**config.mk**
```make
export PLATFORM = sky130hd
export DESIGN_NAME = sipo_shift_receiver_flat
export DESIGN_NICKNAME = d
export VERILOG_FILES = /design/src/rtl/sipo_shift_receiver_pkg.sv /design/src/rtl/sipo_shift_receiver_if.sv /design/src/rtl/sipo_out_latch.sv /design/src/rtl/sipo_shift_receiver.sv /design/src/flat_wrapper.sv
export SDC_FILE = /design/constraint.sdc
export NUM_CORES = 1
export LEC_CHECK = 0
export ABC_AREA = 1
export BUFFER_PORTS_ARGS = -buffer_cell sky130_fd_sc_hd__buf_2
export CAP_MARGIN = 20
export CORE_ASPECT_RATIO = 0.8
export CORE_UTILIZATION = 30
export DETAILED_ROUTE_END_ITERATION = 10
export GPL_TIMING_DRIVEN = 0
export PLACE_DENSITY = 0.61
export SYNTH_ARGS = -nofsm -noshare
export SYNTH_HDL_FRONTEND = slang
export SYNTH_HIERARCHICAL = 1
export SYNTH_SLANG_ARGS = --single-unit
```
**constraint.sdc**
```tcl
create_clock -name clk -period 1.25 [get_ports clk]
set_input_delay 0.1875 -clock clk [delete_from_list [all_inputs] [get_ports clk]]
set_output_delay 0.1875 -clock clk [all_outputs]
set_load 0.05 [all_outputs]
```
**src/rtl/sipo_shift_receiver_pkg.sv**
```systemverilog
// Shared types and sizes for the SIPO shift receiver.
// SIPO_PARITY_EN selects a 9-bit frame (8 data bits plus an odd-parity bit).
package sipo_pkg;

  localparam int unsigned DATA_W = 8;
  localparam int unsigned CNT_W  = 3;

`ifdef SIPO_PARITY_EN
  localparam int unsigned FRAME_LEN = 9;
`else
  localparam int unsigned FRAME_LEN = 8;
`endif

  typedef enum logic {
    S_DATA = 1'b0,
    S_PAR  = 1'b1
  } state_e;

  // Completed frame handed from the shifter to the output latch
  typedef struct packed {
    logic [DATA_W-1:0] data;
    logic              parity_err;
  } frame_t;

endpackage

```
**src/rtl/sipo_shift_receiver_if.sv**
```systemverilog
// Serial-in / consumer-side signal bundle for the SIPO shift receiver.
interface sipo_shift_receiver_if;
  import sipo_pkg::*;

  logic              ser;
  logic              shift_en;
  logic              frame_rst;
  logic              data_ready;
  logic [DATA_W-1:0] q;
  logic              qh_prime;
  logic [DATA_W-1:0] data_out;
  logic              data_valid;
  logic              overrun;
  logic              parity_err;

  modport master (
    output ser, shift_en, frame_rst, data_ready,
    input  q, qh_prime, data_out, data_valid, overrun, parity_err
  );

  modport slave (
    input  ser, shift_en, frame_rst, data_ready,
    output q, qh_prime, data_out, data_valid, overrun, parity_err
  );

endinterface

```
**src/rtl/sipo_out_latch.sv**
```systemverilog
// Holds the last completed frame and applies the valid/ready and overrun rules.
module sipo_out_latch
  import sipo_pkg::*;
(
  input  logic              clk,
  input  logic              rst_n,
  input  logic              frame_done,
  input  frame_t            frame,
  input  logic              data_ready,
  input  logic              overrun_clr,
  output logic [DATA_W-1:0] data_out,
  output logic              data_valid,
  output logic              overrun,
  output logic              parity_err
);

  // A new frame replaces the held one only if the held one is gone or leaving now
  always_ff @(posedge clk) begin
    if (!rst_n) begin
      data_out   <= '0;
      data_valid <= 1'b0;
      overrun    <= 1'b0;
      parity_err <= 1'b0;
    end else begin
      if (frame_done) begin
        if (data_valid && !data_ready) begin
          overrun <= 1'b1;
        end else begin
          data_out   <= frame.data;
          parity_err <= frame.parity_err;
          data_valid <= 1'b1;
        end
      end else if (data_valid && data_ready) begin
        data_valid <= 1'b0;
      end
      if (overrun_clr) begin
        overrun <= 1'b0;
      end
    end
  end

endmodule

```
**src/rtl/sipo_shift_receiver.sv**
```systemverilog
// Serial-in parallel-out receiver: LSB-first shift register, bit counter and frame FSM.
// Build with SIPO_PARITY_EN defined for a trailing odd-parity bit per frame.
module sipo_shift_receiver
  import sipo_pkg::*;
(
  input logic                  clk,
  input logic                  rst_n,
  sipo_shift_receiver_if.slave bus
);

  state_e            state_q, state_d;
  logic [CNT_W-1:0]  cnt_q, cnt_d;
  logic [DATA_W-1:0] q_q, q_d;
  logic [DATA_W-1:0] shifted_c;
  logic              frame_done_c;
  frame_t            frame_c;

  assign shifted_c = {bus.ser, q_q[DATA_W-1:1]};

  always_ff @(posedge clk) begin
    if (!rst_n) begin
      state_q <= S_DATA;
      cnt_q   <= '0;
      q_q     <= '0;
    end else begin
      state_q <= state_d;
      cnt_q   <= cnt_d;
      q_q     <= q_d;
    end
  end

  // Parity strobes leave q and the counter alone so q still holds the frame's data bits
  always_comb begin
    state_d      = state_q;
    cnt_d        = cnt_q;
    q_d          = q_q;
    frame_done_c = 1'b0;
    frame_c      = '0;
    if (bus.frame_rst) begin
      state_d = S_DATA;
      cnt_d   = '0;
      q_d     = '0;
    end else if (bus.shift_en) begin
      case (state_q)
        S_DATA: begin
          q_d   = shifted_c;
          cnt_d = cnt_q + CNT_W'(1);
          if (cnt_q == CNT_W'(DATA_W - 1)) begin
`ifdef SIPO_PARITY_EN
            state_d = S_PAR;
`else
            frame_done_c = 1'b1;
            frame_c.data = shifted_c;
`endif
          end
        end
        S_PAR: begin
`ifdef SIPO_PARITY_EN
          frame_done_c       = 1'b1;
          frame_c.data       = q_q;
          frame_c.parity_err = ~(^{bus.ser, q_q});
`endif
          state_d = S_DATA;
        end
        default: state_d = S_DATA;
      endcase
    end
  end

  assign bus.q        = q_q;
  assign bus.qh_prime = q_q[0];

  sipo_out_latch u_out_latch (
    .clk         (clk),
    .rst_n       (rst_n),
    .frame_done  (frame_done_c),
    .frame       (frame_c),
    .data_ready  (bus.data_ready),
    .overrun_clr (bus.frame_rst),
    .data_out    (bus.data_out),
    .data_valid  (bus.data_valid),
    .overrun     (bus.overrun),
    .parity_err  (bus.parity_err)
  );

endmodule

```
**src/flat_wrapper.sv**
```systemverilog
// flat-port wrapper written by rule: the top's interface ports become plain ports
module sipo_shift_receiver_flat import sipo_pkg::*;
  (clk, rst_n, bus_ser, bus_shift_en, bus_frame_rst, bus_data_ready, bus_q, bus_qh_prime, bus_data_out, bus_data_valid, bus_overrun, bus_parity_err);
  sipo_shift_receiver_if bus_i ();
  input logic clk;
  input logic rst_n;
  input wire logic [$bits(bus_i.ser)-1:0] bus_ser;
  input wire logic [$bits(bus_i.shift_en)-1:0] bus_shift_en;
  input wire logic [$bits(bus_i.frame_rst)-1:0] bus_frame_rst;
  input wire logic [$bits(bus_i.data_ready)-1:0] bus_data_ready;
  output wire logic [$bits(bus_i.q)-1:0] bus_q;
  output wire logic [$bits(bus_i.qh_prime)-1:0] bus_qh_prime;
  output wire logic [$bits(bus_i.data_out)-1:0] bus_data_out;
  output wire logic [$bits(bus_i.data_valid)-1:0] bus_data_valid;
  output wire logic [$bits(bus_i.overrun)-1:0] bus_overrun;
  output wire logic [$bits(bus_i.parity_err)-1:0] bus_parity_err;
  assign bus_i.ser = bus_ser;
  assign bus_i.shift_en = bus_shift_en;
  assign bus_i.frame_rst = bus_frame_rst;
  assign bus_i.data_ready = bus_data_ready;
  assign bus_q = bus_i.q;
  assign bus_qh_prime = bus_i.qh_prime;
  assign bus_data_out = bus_i.data_out;
  assign bus_data_valid = bus_i.data_valid;
  assign bus_overrun = bus_i.overrun;
  assign bus_parity_err = bus_i.parity_err;
  sipo_shift_receiver u_core (.clk(clk), .rst_n(rst_n), .bus(bus_i));
endmodule
```
==> run metrics, run 1 <==
area delta synth->final 36.00%; most used cell, CP ha_4; Yosys cell types 17; Hold Path End u_core/u_out_latch/overrun$_SDFFE_PP0P_; fmax a little under 800 MHz; Reg2Reg Depth 9; die area roughly 0.0037 sq mm; RR Startpoint u_core/cnt_q[1]$_SDFFE_PP0P_; dpl ws -0.1024 ns; vias in the first global route 880; Final period util 1.028; Yosys Warn Count 6; Critical Path Sink Type register; post-synthesis cell count between 100 and 150; GR Util All Layers 0.1321; synthesis-stage register bit count 22; hold_sp bus_frame_rst; crit path kind reg2reg; maximum vdd drop between 300 and 400 uV; half-perimeter wire length after placement 1578 um; Slowest Stage Delay on Critical Path 0.36 ns; CTS clock-pin slew for the worst setup and hold paths approximately 0.08 ns; largest net degree at the start of global routing 13; CTS tree yes; Buf/Inv on CP 2; Pwr Total between 1000 and 1500 uW; first-pass GRT wire length 3650 um; # setup viols final 7; initial antenna violation count 0; P_leak 0.0006001 uW; total number of vias 967; post-synthesis mux area share 0; Synth Area in Compound Gates 0.1454; power density over cell area approximately 900 mW/mm^2; required time of the critical path around 1.5 ns; Tmin final ~1.3 ns; Core Rows 18; RePlAce Congestion ~0.74; Clock Latency Late Sink between 0.2 and 0.3 ns; Final Worst Setup Slack -0.03544 ns; CTS H-tree depth 1; GR Overflow Total 0; clk_skew 0.003877 ns; CP max FO 4; IO buf count 25; XOR/XNOR share of the synthesized area 0; root buffer cell clkbuf_8; min-delay worst type in2reg; TritonCTS Buffers 3; detailed-route wire length per cell between 10 and 15 um; crit path cell chain ha_4 > ha_4 > nand3_4 > buf_6 > nor2_4 > inv_2 > nand3_1 > nand2_1 > nor2_1; hold_buf cts 0; RR Endpoint u_core/u_out_latch/data_out[2]$_SDFFE_PN0P_; delay-heaviest family, CP simple AND/OR/NAND/NOR gates; failing checks negative setup slack; post-synthesis sequential area ratio 0.4195; main combinational cell family by area after synthesis simple AND/OR/NAND/NOR gates; final core occ 0.4464; Hold WS approximately 0.16 ns; num ports 26; slowest CP cell dfxtp_2; Setup TNS Final -0.1533 ns; final net count about 190; CTS Sinks 22; Max clock buf depth 2; Simple-Gate Fraction of Synth Area 0.2539; area of the mapped netlist 0.001050 sq mm; Slew Limit Fails 0; Initial DRC Count 14; Critical Path Source Type register; WP data arrival 1.49 ns; diode count 0; R2R Setup Slk -0.04 ns; initial core utilization 0.3282; Synth Area in Adders 0.02384; max-cap viol count 0; Hold Path Depth 4; Die H 54.91 um; most common cell after layout, fill and taps aside nand2_1; commonest cells after routing, fill and taps aside nand2_1, buf_2, inv_1; Routed WL 2377 um; Core Footprint 0.003198 sq mm; drt first pass iters 4; unrepaired setup endpoints after global routing yes; ANT nets after route 0; Avg Synthesized Cell Area roughly 7.3 sq um; ratio of cells with drive above 1 in the final layout 0.4011; # DRC 0; Vias/cell ~4.5; DIE WIDTH ~70 um; status finished with violations; Fin. Hold Viols 0; Syn Nets about 150
-- report_power, final --
| group | internal, uW | switching, uW | total, uW |
|---|---|---|---|
| Clock | 281 | 236 | 517 |
| Sequential | 704 | 3.60 | 708 |
| Combinational | 28.8 | 49.3 | 78.1 |
| Total | 1010 | 289 | 1300 |
-- cells in the mapped netlist (all sizes together) --
| library cell | n | area [sq um] |
|---|---|---|
| inv | 25 | 93.84 |
| buf | 8 | 67.55 |
| nand2 | 35 | 138.9 |
| nand3 | 11 | 60.06 |
| a21boi | 1 | 11.26 |
| ha | 2 | 25.02 |
| dfxtp | 22 | 440.4 |
| a21oi | 20 | 141.4 |
| nor2 | 18 | 67.56 |
| conb | 1 | 3.750 |
-- flip-flops by register name (all words and copies together) (netlist names) --
name and cells:
u_core/bus.q 8, u_core/cnt_q 3, u_core/u_out_latch/data_out 8, u_core/u_out_latch/data_valid 1, u_core/u_out_latch/overrun 1, u_core/u_out_latch/parity_err 1
-- through the flow --
step	instance area (sq um)	cells
global placement	1262	208
floorplan	1087	143
detailed placement	1262	208
finish	1428	217
CTS	1408	217
global route	1428	217
-- metal layers --
metal  global-route usage  share of wire  vias up
met5                    0              0        -
met1               0.1580           0.47      455
li1                     -              -      498
met2               0.2337           0.50       14
met4              0.06250              0        0
met3              0.02049          0.031        0
-- how the worst max path moves through the flow --
| stage | from | endpoint | cells after the start |
|---|---|---|---|
| after global placement | u_core/cnt_q[0]$_SDFFE_PP0P_ | u_core/u_out_latch/data_out[3]$_SDFFE_PN0P_ | 8 |
| final | u_core/cnt_q[1]$_SDFFE_PP0P_ | u_core/u_out_latch/data_out[2]$_SDFFE_PN0P_ | 9 |
| after global routing | u_core/cnt_q[0]$_SDFFE_PP0P_ | u_core/u_out_latch/data_out[6]$_SDFFE_PN0P_ | 9 |
| after floorplan | u_core/cnt_q[0]$_SDFFE_PP0P_ | u_core/u_out_latch/overrun$_SDFFE_PP0P_ | 7 |
| after CTS | u_core/cnt_q[1]$_SDFFE_PP0P_ | u_core/u_out_latch/data_out[6]$_SDFFE_PN0P_ | 8 |
| after detailed placement | u_core/cnt_q[0]$_SDFFE_PP0P_ | u_core/u_out_latch/data_out[7]$_SDFFE_PN0P_ | 8 |
-- final cells by class --
class                      instances  area [sq um]
sequential                        22         444.2
timing repair buffer              30         190.2
clock buffer                       4         55.05
buffer                             8         81.33
multi-input combinational         88         510.5
fill                             319          1770
tap                               40         50.05
inverter                          25         96.34
-- worst register-to-register path, delay by kind of cell, from the launching register on --
family | cells | cell delay, ns
AND/OR/NAND/NOR | 5 | 0.40
flip-flops | 1 | 0.36
buffers and inverters | 2 | 0.20
adder cells (fa/ha/maj) | 2 | 0.27
-- cell families after synthesis --
logic type,Yosys count
AND/OR/NAND/NOR,64
buffers and inverters,33
flip-flops,22
AO/OA/AOI/OAI,21
adder cells (fa/ha/maj),2
other,1
-- timing repair --
action                                  4_1_cts  5_1_grt
pin swaps                                    11        5
resized for setup                            12        6
buffers inserted                              3        0
cloned                                        2        0
endpoints found under the setup margin       11       11
Power figures use the tool's default switching activity.
==> inputs of run 2 (changes only) <==
--- a/config.mk
+++ b/config.mk
@@ -9,10 +9,10 @@
 export BUFFER_PORTS_ARGS = -buffer_cell sky130_fd_sc_hd__buf_2
 export CAP_MARGIN = 20
 export CORE_ASPECT_RATIO = 0.8
-export CORE_UTILIZATION = 30
+export CORE_UTILIZATION = 46
 export DETAILED_ROUTE_END_ITERATION = 10
 export GPL_TIMING_DRIVEN = 0
-export PLACE_DENSITY = 0.61
+export PLACE_DENSITY = 0.82
 export SYNTH_ARGS = -nofsm -noshare
 export SYNTH_HDL_FRONTEND = slang
 export SYNTH_HIERARCHICAL = 1
==> run metrics, run 2 (synthesized netlist as in run 1, its figures left out) <==
commonest cells after routing, fill and taps aside nand2_1, buf_2, inv_1 (unchanged); CTS clock-pin slew for the worst setup and hold paths 0.12 ns (was 0.08 ns); ANT nets after route 0 (unchanged); DIE WIDTH 55.41 um (was 68.14 um); Slew Limit Fails 0 (unchanged); num ports 26 (unchanged); area delta synth->final 25.86% (was 36.00%); Critical Path Source Type register (unchanged); crit path kind reg2reg (unchanged); min-delay worst type in2reg (unchanged); GR Overflow Total 0 (unchanged); RePlAce Congestion 0.7665 (was 0.7407); Critical Path Sink Type register (unchanged); # DRC 0 (unchanged); ratio of cells with drive above 1 in the final layout 0.3621 (was 0.4011); RR Startpoint u_core/cnt_q[1]$_SDFFE_PP0P_ (unchanged); most common cell after layout, fill and taps aside nand2_1 (unchanged); failing checks negative setup slack (unchanged); CTS H-tree depth 1 (unchanged); met2 WL 1076 um (was 1195 um); vias in the first global route 860 (was 880); initial core utilization 0.4864 (was 0.3282); diode count 0 (unchanged); IO buf count 25 (unchanged); DR top layer met4 (was met3); WP data arrival 1.52 ns (was 1.49 ns); root buffer cell clkbuf_4 (was clkbuf_8); # setup viols final 9 (was 7); Hold Path Depth 4 (unchanged); max-cap viol count 0 (unchanged); die area 0.002478 sq mm (was 0.003741 sq mm); Core Rows 15 (was 18); Clock Latency Late Sink 0.31 ns (was 0.26 ns); Max clock buf depth 2 (unchanged); final core occ 0.6122 (was 0.4464); fill cell count 198 (was 319); Fin. Hold Viols 0 (unchanged); Tmin final 1.306 ns (was 1.285 ns); half-perimeter wire length after placement 1530 um (was 1578 um); initial antenna violation count 0 (unchanged); detailed-route wire length per cell 11.38 um (was 10.95 um); Final Worst Setup Slack -0.05576 ns (was -0.03544 ns); Reg2Reg Depth 8 (was 9); CP max FO 5 (was 4); status finished with violations (unchanged); TritonCTS Buffers 3 (unchanged); fmax 765.8 MHz (was 777.9 MHz); final net count 184 (was 186); P_leak 0.0005593 uW (was 0.0006001 uW); dpl ws -0.1177 ns (was -0.1024 ns); R2R Setup Slk -0.06 ns (was -0.04 ns); WL met3 143 um (was 74 um); CTS Sinks 22 (unchanged); DRT met1 WL 980 um (was 1107 um); Hold Path End u_core/u_out_latch/overrun$_SDFFE_PP0P_ (unchanged); Routed WL 2264 um (was 2377 um); Vias/cell 4.950 (was 4.456); area occupied by multi-input gates 498.0 sq um (was 510.5 sq um); unrepaired setup endpoints after global routing yes (unchanged); power density over cell area 841.6 mW/mm^2 (was 912.4 mW/mm^2); area occupied by registers 444.2 sq um (unchanged); Core Footprint 0.002158 sq mm (was 0.003198 sq mm); RR Endpoint u_core/u_out_latch/data_out[5]$_SDFFE_PN0P_ (was u_core/u_out_latch/data_out[2]$_SDFFE_PN0P_); GR Util All Layers 0.1894 (was 0.1321); largest net degree at the start of global routing 12 (was 13); total number of vias 985 (was 967); required time of the critical path 1.47 ns (was 1.45 ns); Setup TNS Final -0.2863 ns (was -0.1533 ns); first-pass GRT wire length 3615 um (was 3650 um); Initial DRC Count 28 (was 14); hold_sp bus_frame_rst (unchanged); Die H 44.73 um (was 54.91 um); Final period util 1.045 (was 1.028); maximum vdd drop 737.4 uV (was 374.2 uV); clk_skew 0.002610 ns (was 0.003877 ns); CTS tree yes (unchanged); drt first pass iters 4 (unchanged)
==> run 2: cell type report <==
cell class / count / share of cell area
Clock buffer: 3 / 0.01705
Inverter: 25 / 0.07292
Sequential cell: 22 / 0.3362
Timing Repair Buffer: 27 / 0.1080
Buffer: 8 / 0.06534
Tap cell: 25 / 0.02367
Multi-Input combinational cell: 89 / 0.3769
==> run 2: report_power, final <==
part	internal, uW	total [uW]	switching, uW
combinational	29.0	80.2	51.1
clock	113	323	211
sequential	705	709	3.78
==> run 2: per-stage QoR <==
| stage | hold WS, ns | std cells | power, uW | cell area, sq um |
|---|---|---|---|---|
| finish | 0.1181 | 199 | 1112 | 1321 |
| global route | 0.1255 | 199 | 1155 | 1321 |
| CTS | 0.1130 | 199 | 1119 | 1319 |
| detailed placement | 0.4523 | 193 | 796.1 | 1244 |
| global placement | 0.4297 | 193 | 793.0 | 1244 |
| floorplan | 0.3264 | 143 | 772.8 | 1087 |
==> run 2: worst max path at each step <==
| stage | start | to | slack [ns] | depth (start not counted) |
|---|---|---|---|---|
| floorplan | u_core/cnt_q[0]$_SDFFE_PP0P_ | u_core/u_out_latch/overrun$_SDFFE_PP0P_ | 0.01 | 7 |
| global placement | u_core/cnt_q[0]$_SDFFE_PP0P_ | u_core/u_out_latch/parity_err$_SDFFE_PN0P_ | -0.04 | 8 |
| detailed placement | u_core/cnt_q[0]$_SDFFE_PP0P_ | u_core/u_out_latch/data_out[5]$_SDFFE_PN0P_ | -0.12 | 8 |
| CTS | u_core/cnt_q[0]$_SDFFE_PP0P_ | u_core/u_out_latch/data_out[6]$_SDFFE_PN0P_ | -0.02 | 7 |
| global route | u_core/cnt_q[0]$_SDFFE_PP0P_ | u_core/u_out_latch/data_out[2]$_SDFFE_PN0P_ | -0.10 | 8 |
| finish | u_core/cnt_q[1]$_SDFFE_PP0P_ | u_core/u_out_latch/data_out[5]$_SDFFE_PN0P_ | -0.06 | 8 |
==> run 2: critical path: stages, from the launching register on <==
cell     delay [ns]
dfxtp_2        0.38
ha_4           0.14
ha_4           0.14
nand3_4        0.11
inv_4          0.10
buf_6          0.11
nand3_2        0.09
nand2_2        0.09
nor2_1         0.04
==> run 2: metal layers <==
layer,vias to the layer above,global-route usage
li1,497,-
met1,448,0.2143
met2,34,0.3349
met3,6,0.06304
met4,0,0.08500
met5,-,0
==> run 2: what timing repair did <==
action / 4_1_cts / 5_1_grt
gates cloned: 2 / 0
hold buffers: 0 / 0
buffers inserted: 1 / 0
gates resized for setup: 8 / 1
pin swaps: 9 / 0
endpoints found under the setup margin: 11 / 12
